### src/rtl/alu_pkg.sv
// Shared definitions for the ALU issue stage: opcode/funct3 constants,
// the issue-entry layout and the skid-buffer occupancy states.
// Pure declarations; no logic, no latency, no handshake.
package alu_pkg;

  localparam int ALU_XLEN = 32;

  localparam logic [6:0] OPC_R = 7'b0110011;
  localparam logic [6:0] OPC_I = 7'b0010011;

  localparam logic [2:0] F3_SLL = 3'b001;
  localparam logic [2:0] F3_OR  = 3'b110;
  localparam logic [2:0] F3_AND = 3'b111;

  // One decoded instruction as handed to the ALU.
  typedef struct packed {
    logic [4:0]          opc;
    logic [ALU_XLEN-1:0] op1;
    logic [ALU_XLEN-1:0] op2;
    logic [4:0]          rd;
  } issue_entry_t;

  // Occupancy of the 2-entry skid buffer.
  typedef enum logic [1:0] {
    ST_EMPTY = 2'd0,
    ST_ONE   = 2'd1,
    ST_FULL  = 2'd2
  } skid_state_e;

  // Sign-extend a 12-bit I-type immediate to the operand width.
  function automatic logic [ALU_XLEN-1:0] sext12(input logic [11:0] imm);
    return {{(ALU_XLEN-12){imm[11]}}, imm};
  endfunction

endpackage

### src/rtl/alu_issue_skid.sv
// Generic 2-entry registered skid buffer, FIFO order, head entry drives pop side.
// Latency: push to pop_valid_o is one cycle when empty; no combinational in->out path.
// Backpressure: push_ready_o is a flop, low only while both entries are occupied.
module alu_issue_skid
  import alu_pkg::*;
#(
  parameter int W = 8
) (
  input  logic         clk,
  input  logic         rst,
  input  logic         push_valid_i,
  output logic         push_ready_o,
  input  logic [W-1:0] push_data_i,
  output logic         pop_valid_o,
  input  logic         pop_ready_i,
  output logic [W-1:0] pop_data_o
);

  skid_state_e  state_q, state_d;
  logic [W-1:0] head_q, head_d;
  logic [W-1:0] tail_q, tail_d;
  logic         ready_q, ready_d;
  logic         push_fire;
  logic         pop_fire;

  assign push_fire    = push_valid_i & ready_q;
  assign pop_fire     = (state_q != ST_EMPTY) & pop_ready_i;
  assign push_ready_o = ready_q;
  assign pop_valid_o  = (state_q != ST_EMPTY);
  assign pop_data_o   = head_q;

  // Next occupancy and entry movement; ready is precomputed from the next state
  // so the upstream sees a plain flop.
  always_comb begin
    state_d = state_q;
    head_d  = head_q;
    tail_d  = tail_q;
    case (state_q)
      ST_EMPTY: begin
        if (push_fire) begin
          state_d = ST_ONE;
          head_d  = push_data_i;
        end
      end
      ST_ONE: begin
        if (push_fire && pop_fire) begin
          head_d = push_data_i;
        end else if (push_fire) begin
          state_d = ST_FULL;
          tail_d  = push_data_i;
        end else if (pop_fire) begin
          state_d = ST_EMPTY;
        end
      end
      ST_FULL: begin
        if (pop_fire) begin
          state_d = ST_ONE;
          head_d  = tail_q;
        end
      end
      default: state_d = ST_EMPTY;
    endcase
    ready_d = (state_d != ST_FULL);
  end

  // Occupancy and ready registers.
  always_ff @(posedge clk or posedge rst) begin
    if (rst) begin
      state_q <= ST_EMPTY;
      ready_q <= 1'b1;
    end else begin
      state_q <= state_d;
      ready_q <= ready_d;
    end
  end

  // Entry storage.
  always_ff @(posedge clk or posedge rst) begin
    if (rst) begin
      head_q <= '0;
      tail_q <= '0;
    end else begin
      head_q <= head_d;
      tail_q <= tail_d;
    end
  end

endmodule

### src/rtl/alu_issue_stage.sv
// Decodes RV32 R-type / OP-IMM into {opc, op1, op2, rd} and issues via a 2-entry skid buffer.
// Latency: one cycle from accept to out_valid when empty; illegal pulses one cycle after accept.
// Backpressure: in_ready is registered and drops only while two entries are buffered.
module alu_issue_stage
  import alu_pkg::*;
#(
  parameter int XLEN  = ALU_XLEN,
  parameter int CNT_W = 32
) (
  input  logic             clk,
  input  logic             rst,
  input  logic             in_valid,
  output logic             in_ready,
  input  logic [31:0]      in_instr,
  input  logic [XLEN-1:0]  in_rs1,
  input  logic [XLEN-1:0]  in_rs2,
  output logic             out_valid,
  input  logic             out_ready,
  output logic [4:0]       out_opc,
  output logic [XLEN-1:0]  out_op1,
  output logic [XLEN-1:0]  out_op2,
  output logic [4:0]       out_rd,
  output logic             illegal,
  output logic [CNT_W-1:0] issued_cnt,
  output logic [CNT_W-1:0] illegal_cnt
);

  logic [6:0]       opcode;
  logic [2:0]       f3;
  logic             is_r;
  logic             is_i;
  logic             legal;
  logic             in_fire;
  logic             push;
  logic             drop;
  issue_entry_t     dec;
  issue_entry_t     head;
  logic             illegal_q, illegal_d;
  logic [CNT_W-1:0] issued_cnt_q, issued_cnt_d;
  logic [CNT_W-1:0] illegal_cnt_q, illegal_cnt_d;
  logic             unused_rs1_field;

  // Register-file source index is resolved upstream; only its value arrives here.
  assign unused_rs1_field = ^in_instr[19:15];

  assign opcode  = in_instr[6:0];
  assign f3      = in_instr[14:12];
  assign is_r    = (opcode == OPC_R);
  assign is_i    = (opcode == OPC_I);
  assign legal   = is_r | is_i;
  assign in_fire = in_valid & in_ready;
  assign push    = in_fire & legal;
  assign drop    = in_fire & ~legal;

  // Field extraction; SLLI takes a 5-bit shamt rather than a signed immediate.
  always_comb begin
    dec     = '0;
    dec.op1 = in_rs1;
    dec.rd  = in_instr[11:7];
    if (is_r) begin
      dec.opc = {in_instr[30], in_instr[25], f3};
      dec.op2 = in_rs2;
    end else begin
      dec.opc = {2'b00, f3};
      if (f3 == F3_SLL) begin
        dec.op2 = {{(XLEN-5){1'b0}}, in_instr[24:20]};
      end else begin
        dec.op2 = sext12(in_instr[31:20]);
      end
    end
  end

  // Illegal words are consumed here and never reach the buffer.
  alu_issue_skid #(
    .W($bits(issue_entry_t))
  ) u_skid (
    .clk          (clk),
    .rst          (rst),
    .push_valid_i (in_valid & legal),
    .push_ready_o (in_ready),
    .push_data_i  (dec),
    .pop_valid_o  (out_valid),
    .pop_ready_i  (out_ready),
    .pop_data_o   (head)
  );

  assign out_opc = head.opc;
  assign out_op1 = head.op1;
  assign out_op2 = head.op2;
  assign out_rd  = head.rd;

  // Event counters wrap freely; illegal is a one-cycle echo of a dropped word.
  always_comb begin
    illegal_d     = drop;
    issued_cnt_d  = issued_cnt_q;
    illegal_cnt_d = illegal_cnt_q;
    if (push) issued_cnt_d  = issued_cnt_q + CNT_W'(1);
    if (drop) illegal_cnt_d = illegal_cnt_q + CNT_W'(1);
  end

  // Status registers.
  always_ff @(posedge clk or posedge rst) begin
    if (rst) begin
      illegal_q     <= 1'b0;
      issued_cnt_q  <= '0;
      illegal_cnt_q <= '0;
    end else begin
      illegal_q     <= illegal_d;
      issued_cnt_q  <= issued_cnt_d;
      illegal_cnt_q <= illegal_cnt_d;
    end
  end

  assign illegal     = illegal_q;
  assign issued_cnt  = issued_cnt_q;
  assign illegal_cnt = illegal_cnt_q;

endmodule

### config.mk
export PLATFORM = sky130hd
export DESIGN_NAME = alu_issue_stage
export DESIGN_NICKNAME = d
export VERILOG_FILES = /design/src/rtl/alu_pkg.sv /design/src/rtl/alu_issue_skid.sv /design/src/rtl/alu_issue_stage.sv
export SDC_FILE = /design/constraint.sdc
export NUM_CORES = 1
export LEC_CHECK = 0
export ABC_AREA = 1
export CORE_AREA = 2 2 145 147
export CTS_BUF_LIST = sky130_fd_sc_hd__clkbuf_16
export DETAILED_ROUTE_END_ITERATION = 7
export DIE_AREA = 0 0 147 149
export PLACE_DENSITY = 0.84
export SLEW_MARGIN = 5
export SYNTH_ARGS = -nofsm -noshare
export SYNTH_HDL_FRONTEND = slang
export SYNTH_HIERARCHICAL = 1
export SYNTH_SLANG_ARGS = --single-unit
### constraint.sdc
create_clock -name clk -period 15.21 [get_ports clk]
set_input_delay 3.042 -clock clk [delete_from_list [all_inputs] [get_ports clk]]
set_output_delay 3.042 -clock clk [all_outputs]
set_load 0.01 [all_outputs]
==> results of run 1 <==
synthesized netlist by cell type, drive strengths merged:
cell,number
nor3,1
a21oi,1
nand2,716
or3b,1
xnor2,5
clkbuf,10
o21ai,32
xor2,25
nand3,189
nand4,16
inv,88
nand3b,18
dfstp,1
nor2,107
buf,66
dfrtp,215
ha,2
path summary, 6_finish.rpt:
path / from / end / slack (ns) / cells after the start
worst max-delay path: in_instr[4] / u_skid/tail_q[32] / 9.86 / 10
worst min-delay path: u_skid/tail_q[2] / u_skid/tail_q[2] / 0.47 / 2
worst max register to register: u_skid/state_q[1] / u_skid/pop_data_o[18] / 11.92 / 8
worst min register to register: u_skid/tail_q[2] / u_skid/tail_q[2] / 0.47 / 2
max in group asynchronous: rst / u_skid/state_q[1] / 10.76 / 3
min in group asynchronous: rst / u_skid/pop_data_o[7] / 3.11 / 2
cell families (layout without fill, tap and decap cells):
group / after synthesis / count (layout)
AO/OA/AOI/OAI: 33 / 33
XOR/XNOR: 30 / 30
buffers and inverters: 164 / 375
adder cells (fa/ha/maj): 2 / 2
flip-flops: 216 / 216
AND/OR/NAND/NOR: 1048 / 1048
state kept, by name, summed over array words and instances, names as in the netlist:
signal and cells:
u_skid/push_ready_o 1, u_skid/pop_data_o 74, illegal_cnt 32, illegal 1, u_skid/tail_q 74, u_skid/state_q 2, issued_cnt 32
critical path, delay by kind of cell:
kind          cells  cell delay, ns
buf+inv           3            1.25
simple gates      7            1.47
cell type report:
type | count | area share (%)
Sequential cell | 216 | 38.45
Multi-Input combinational cell | 1113 | 34.55
Timing Repair Buffer | 246 | 17.31
Clock buffer | 23 | 4.093
Tap cell | 275 | 2.447
Inverter | 88 | 2.384
Clock inverter | 18 | 0.7651
per-layer routing:
layer	vias up	wire length [microns]	track usage [%]	part of all wire [%]
met4	2	656	8.125	2.1
met3	56	2646	5.321	8.7
met2	438	14460	45.73	47
li1	5041	-	-	-
met5	-	13	0	0.043
met1	4969	12780	36.68	42
report_power, final:
| part | leakage, nW | switching, mW | internal, mW |
|---|---|---|---|
| combinational | 3.90 | 0.369 | 0.290 |
| sequential | 2.88 | 0.0779 | 0.690 |
| clock | 0.361 | 0.229 | 0.291 |
| total | 7.14 | 0.676 | 1.27 |
==> flow_summary_export.csv, run 1 <==
group,metric,value,unit
outcome,status,"completed",
finish,postLayoutCellArea,14060,sq um
timing,timing.fmax,187.1,MHz
finish,final_core_util,68.41,%
setup_path,crit_path_top_delay_cell,"buf_4",
cts,tritoncts,"built",
place,post-place-ws,9.378,ns
finish,final_cell_mix,"nand2_1 (710), clkdlybuf4s50_1 (235), dfrtp_1 (214), nand3_1 (186), inv_1 (90)",
logic_synthesis,synth_top_family_by_area,"simple AND/OR/NAND/NOR gates",
drt,wirelength,30550,microns
logic_synthesis,ys_types,28,
setup_path,crit_path_end_kind,"flop",
timing,rsz0062_at_grt,"false",
pwr,leakage,7.140,nW
timing,hold_violations,0,
logic_synthesis,netlist_area,11000,sq um
drt,drc_errors,0,
setup_path,required,15.66,ns
cts,numCtsBuffers,23,
logic_synthesis,synth_simple_gate_area_share,39.91,%
cts,clkTransAtPathRegs,0.06,ns
global_route,grt_usage,27.38,%
cts,cts_setup_buffers,0,
worst_hold_path,hold_class,"reg -> reg",
logic_synthesis,synth_area_leaders,"dfrtp_1 (49%), nand2_1 (24%), nand3_1 (8.5%)",
finish,final-seq-area,5408,sq um
setup_path,cp_max_fo,59,
floorplan,die_y,149,microns
timing,worst_slew_pin_slew,0.9134,ns
logic_synthesis,yosys_warnings,6,
pwr,p_total,1.946,mW
logic_synthesis,synth_compound_area_share,1.502,%
pwr,p_per_area,138.4,nW/um^2
logic_synthesis,syn_inst,1493,
global_route,grt_overflow_total,0,
finish,final_common_cell,"nand2_1",
cts,worstSkewPairLatency,0.52,ns
drt,drt_pass1_iterations,7,
global_route,grt_pass1_vias,10030,
floorplan,ioPinCount,241,
finish,instances_no_fill,1979,
cts,cts_sinks,216,
floorplan,die_area,21900,sq um
finish,multiInputGateArea,4858,sq um
finish,n_fill_cell,1694,
logic_synthesis,synth_fa_ha_area_share,0.2276,%
timing,final.min_clock_period,5.345,ns
place,post-place-cells,1938,
finish,diodes,0,
cts,clk_root_buffer_cell,"clkbuf_16",
logic_synthesis,syn_nets,1595,
setup_path,path_cells,"clkdlybuf4s50_1 -> inv_1 -> nor2_2 -> nand3_2 -> nor2_1 -> nand3_2 -> nor2_4 -> buf_4 -> nand2_1 -> nand2_1",
logic_synthesis,muxShareOfSynthArea,0,%
global_route,grt_start_max_net_pins,89,
drt,vias,10510,
setup_path,slowest_delay,0.65,ns
timing,fin_crit_sh,35.14,%
setup_path,start_kind,"primary input",
global_route,antenna_found_initial,1,
finish,syn_to_final_growth,27.90,%
timing,drv_slew,0,
timing,fin_ws,9.865,ns
floorplan,dieWidth,147,microns
drt,avgViaCountPerCell,5.309,
place,gp_congestion,0.8976,
timing,hold_slack,0.4718,ns
place,post_dp_cell_area,13380,sq um
finish,num-nets-final,1790,
place,portBuffers,235,
timing,setup_tns,0,ns
drt,ant_nets,0,
pwr,ir_drop,0.1079,mV
logic_synthesis,ys_seq_area_share,49.17,%
logic_synthesis,synthXorXnorAreaFrac,2.390,%
cts,cts_max_path_buffers,3,
place,dp_hpwl,19060,microns
job,max-cap-violations,0,
setup_path,critPathKind,"in -> reg",
drt,drt_iter0_markers,811,
global_route,grt_pass1_wl,49290,microns
drt,wire_per_inst,15.44,microns
logic_synthesis,synth_seq_cells,216,
cts,holdBufCountCts,0,
cts,cts_resized,0,
setup_path,arrival,5.80,ns
timing,skew,0.02000,ns
finish,drive_gt1_share,4.460,%
logic_synthesis,synth_top_area_share,48.93,%
floorplan,std_cell_rows,53,
floorplan,core,20560,sq um
floorplan,start_util,53.49,%
cts,cts_max_level,1,
timing,setup_viol,0,
logic_synthesis,avgSynthCellArea,7.365,sq um
logic_synthesis,synth_largest_area_cell,"dfrtp_1",
timing,slew_headroom,39.11,%
Note: power is estimated with default switching activity, not from simulation.
==> inputs of run 2 (changes only) <==
- CORE_AREA: 2 2 145 147 -> 2 2 158 160
- DIE_AREA: 0 0 147 149 -> 0 0 160 162
- PLACE_DENSITY: 0.84 -> 0.75
- clock period: 15.21 -> 4.5 ns (I/O delays scaled with it)
==> run 2 against run 1 <==
Net effect:
- worst setup slack got worse by 8.4 ns
- register-to-register slack worse by 9.9 ns
- utilization is 9.4 points lower
- critical path type unchanged
==> flow_summary_export.csv, run 2 (synthesis gave the netlist of run 1 again) <==
group,metric,value,unit
drt,drc_errors,0,
timing,timing.fmax,332.7,MHz
setup_path,crit_path_top_delay_cell,"buf_4",
timing,slew_headroom,35.94,%
global_route,grt_pass1_wl,51430,microns
drt,drt_iter0_markers,849,
setup_path,required,4.95,ns
floorplan,dieWidth,160,microns
pwr,p_total,6.654,mW
setup_path,critPathTopFamily,"buffers and inverters",
global_route,grt_pass1_vias,10080,
floorplan,start_util,45.61,%
setup_path,crit_path_end_kind,"flop",
cts,cts_sinks,216,
drt,drt_pass1_iterations,5,
place,post-place-cells,1991,
cts,clkTransAtPathRegs,0.06,ns
place,portBuffers,235,
timing,worst_slew_pin_slew,0.9609,ns
finish,syn_to_final_growth,29.46,%
outcome,status,"completed",
timing,hold_violations,0,
timing,rsz0062_at_grt,"false",
floorplan,die_area,25920,sq um
floorplan,core,24110,sq um
setup_path,path_buf_inv,3,
drt,vias,10420,
setup_path,cp_max_fo,74,
finish,final_core_util,59.05,%
drt,avgViaCountPerCell,5.128,
cts,cts_resized,0,
cts,tritoncts,"built",
cts,numCtsBuffers,24,
finish,multiInputGateArea,4858,sq um
finish,instances_no_fill,2032,
cts,cts_max_level,1,
worst_hold_path,hold_class,"reg -> reg",
drt,wire_per_inst,15.33,microns
finish,drive_gt1_share,4.567,%
finish,n_fill_cell,2239,
finish,diodes,0,
floorplan,die_y,162,microns
setup_path,path_cells,"clkdlybuf4s50_1 -> inv_1 -> nor2_2 -> nand3_2 -> nor2_1 -> nand3_2 -> nand2_2 -> buf_4 -> nand3_1 -> nand2_1",
job,max-cap-violations,0,
setup_path,critPathKind,"in -> reg",
floorplan,ioPinCount,241,
timing,setup_tns,0,ns
place,dp_hpwl,20070,microns
timing,drv_slew,0,
setup_path,start_kind,"primary input",
setup_path,slowest_delay,0.71,ns
place,post-place-ws,1.001,ns
finish,final-seq-area,5408,sq um
finish,num-nets-final,1795,
pwr,leakage,7.195,nW
global_route,grt_start_max_net_pins,76,
cts,worstSkewPairLatency,0.51,ns
floorplan,std_cell_rows,57,
setup_path,r2r_slack,2.05,ns
pwr,p_per_area,467.5,nW/um^2
drt,ant_nets,0,
cts,holdBufCountCts,0,
timing,setup_viol,0,
cts,cts_setup_buffers,0,
timing,final.min_clock_period,3.006,ns
cts,clk_root_buffer_cell,"clkbuf_16",
setup_path,arrival,3.45,ns
timing,fin_crit_sh,66.79,%
global_route,antenna_found_initial,0,
cts,cts_max_path_buffers,3,
pwr,ir_drop,0.3230,mV
timing,skew,0.006020,ns
setup_path,crit_top_cell,"nand3_2",
finish,final_cell_mix,"nand2_1 (710), clkdlybuf4s50_1 (235), dfrtp_1 (214), nand3_1 (186), inv_1 (92)",
global_route,grt_overflow_total,0,
finish,final_common_cell,"nand2_1",
timing,fin_ws,1.494,ns
drt,wirelength,31160,microns
place,gp_congestion,0.8874,
global_route,grt_usage,24.04,%
-- run 2: report_power, final --
| part | internal, mW | total [mW] | switching, mW |
|---|---|---|---|
| logic | 0.989 | 2.24 | 1.25 |
| clock network | 1.05 | 1.82 | 0.774 |
| registers | 2.33 | 2.59 | 0.259 |
| total | 4.37 | 6.65 | 2.29 |
-- run 2: per-stage QoR --
step / hold slack (ns) / cell area, sq um
after floorplan: 0.4425 / 11000
after global placement: 0.4536 / 13520
after detailed placement: 0.4588 / 13520
after CTS: 0.4736 / 14230
after global routing: 0.4917 / 14230
final: 0.4718 / 14230
-- run 2: path summary, 6_finish.rpt --
path	start	cells after the start	end
hold / removal	u_skid/tail_q[30]	2	u_skid/tail_q[30]
setup / recovery	in_instr[4]	10	u_skid/pop_data_o[15]
hold reg to reg	u_skid/tail_q[30]	2	u_skid/tail_q[30]
min in group asynchronous	rst	2	issued_cnt[0]
max in group asynchronous	rst	3	illegal_cnt[1]
setup reg to reg	u_skid/state_q[1]	6	u_skid/pop_data_o[15]
-- run 2: cell type report --
type | count | share of cell area, %
clock buffer | 25 | 4.395
clock inverter | 16 | 0.6241
inverter | 88 | 2.347
multi-input combinational | 1113 | 34.13
sequential | 216 | 37.99
tap | 324 | 2.848
timing repair buffer | 250 | 17.67
-- run 2: routing by layer --
| metal | global-route usage [%] | vias up | share of wire [%] |
|---|---|---|---|
| li1 | - | 5045 | - |
| met1 | 32.69 | 4945 | 43 |
| met2 | 38.96 | 376 | 46 |
| met3 | 5.031 | 54 | 7.7 |
| met4 | 7.371 | 0 | 2.6 |
| met5 | 0 | - | 0 |
-- run 2: tightest hold or removal path: cells and delay by family, from the launching register on --
family | cells | cell delay, ns
flops | 1 | 0.34
simple gates | 2 | 0.10
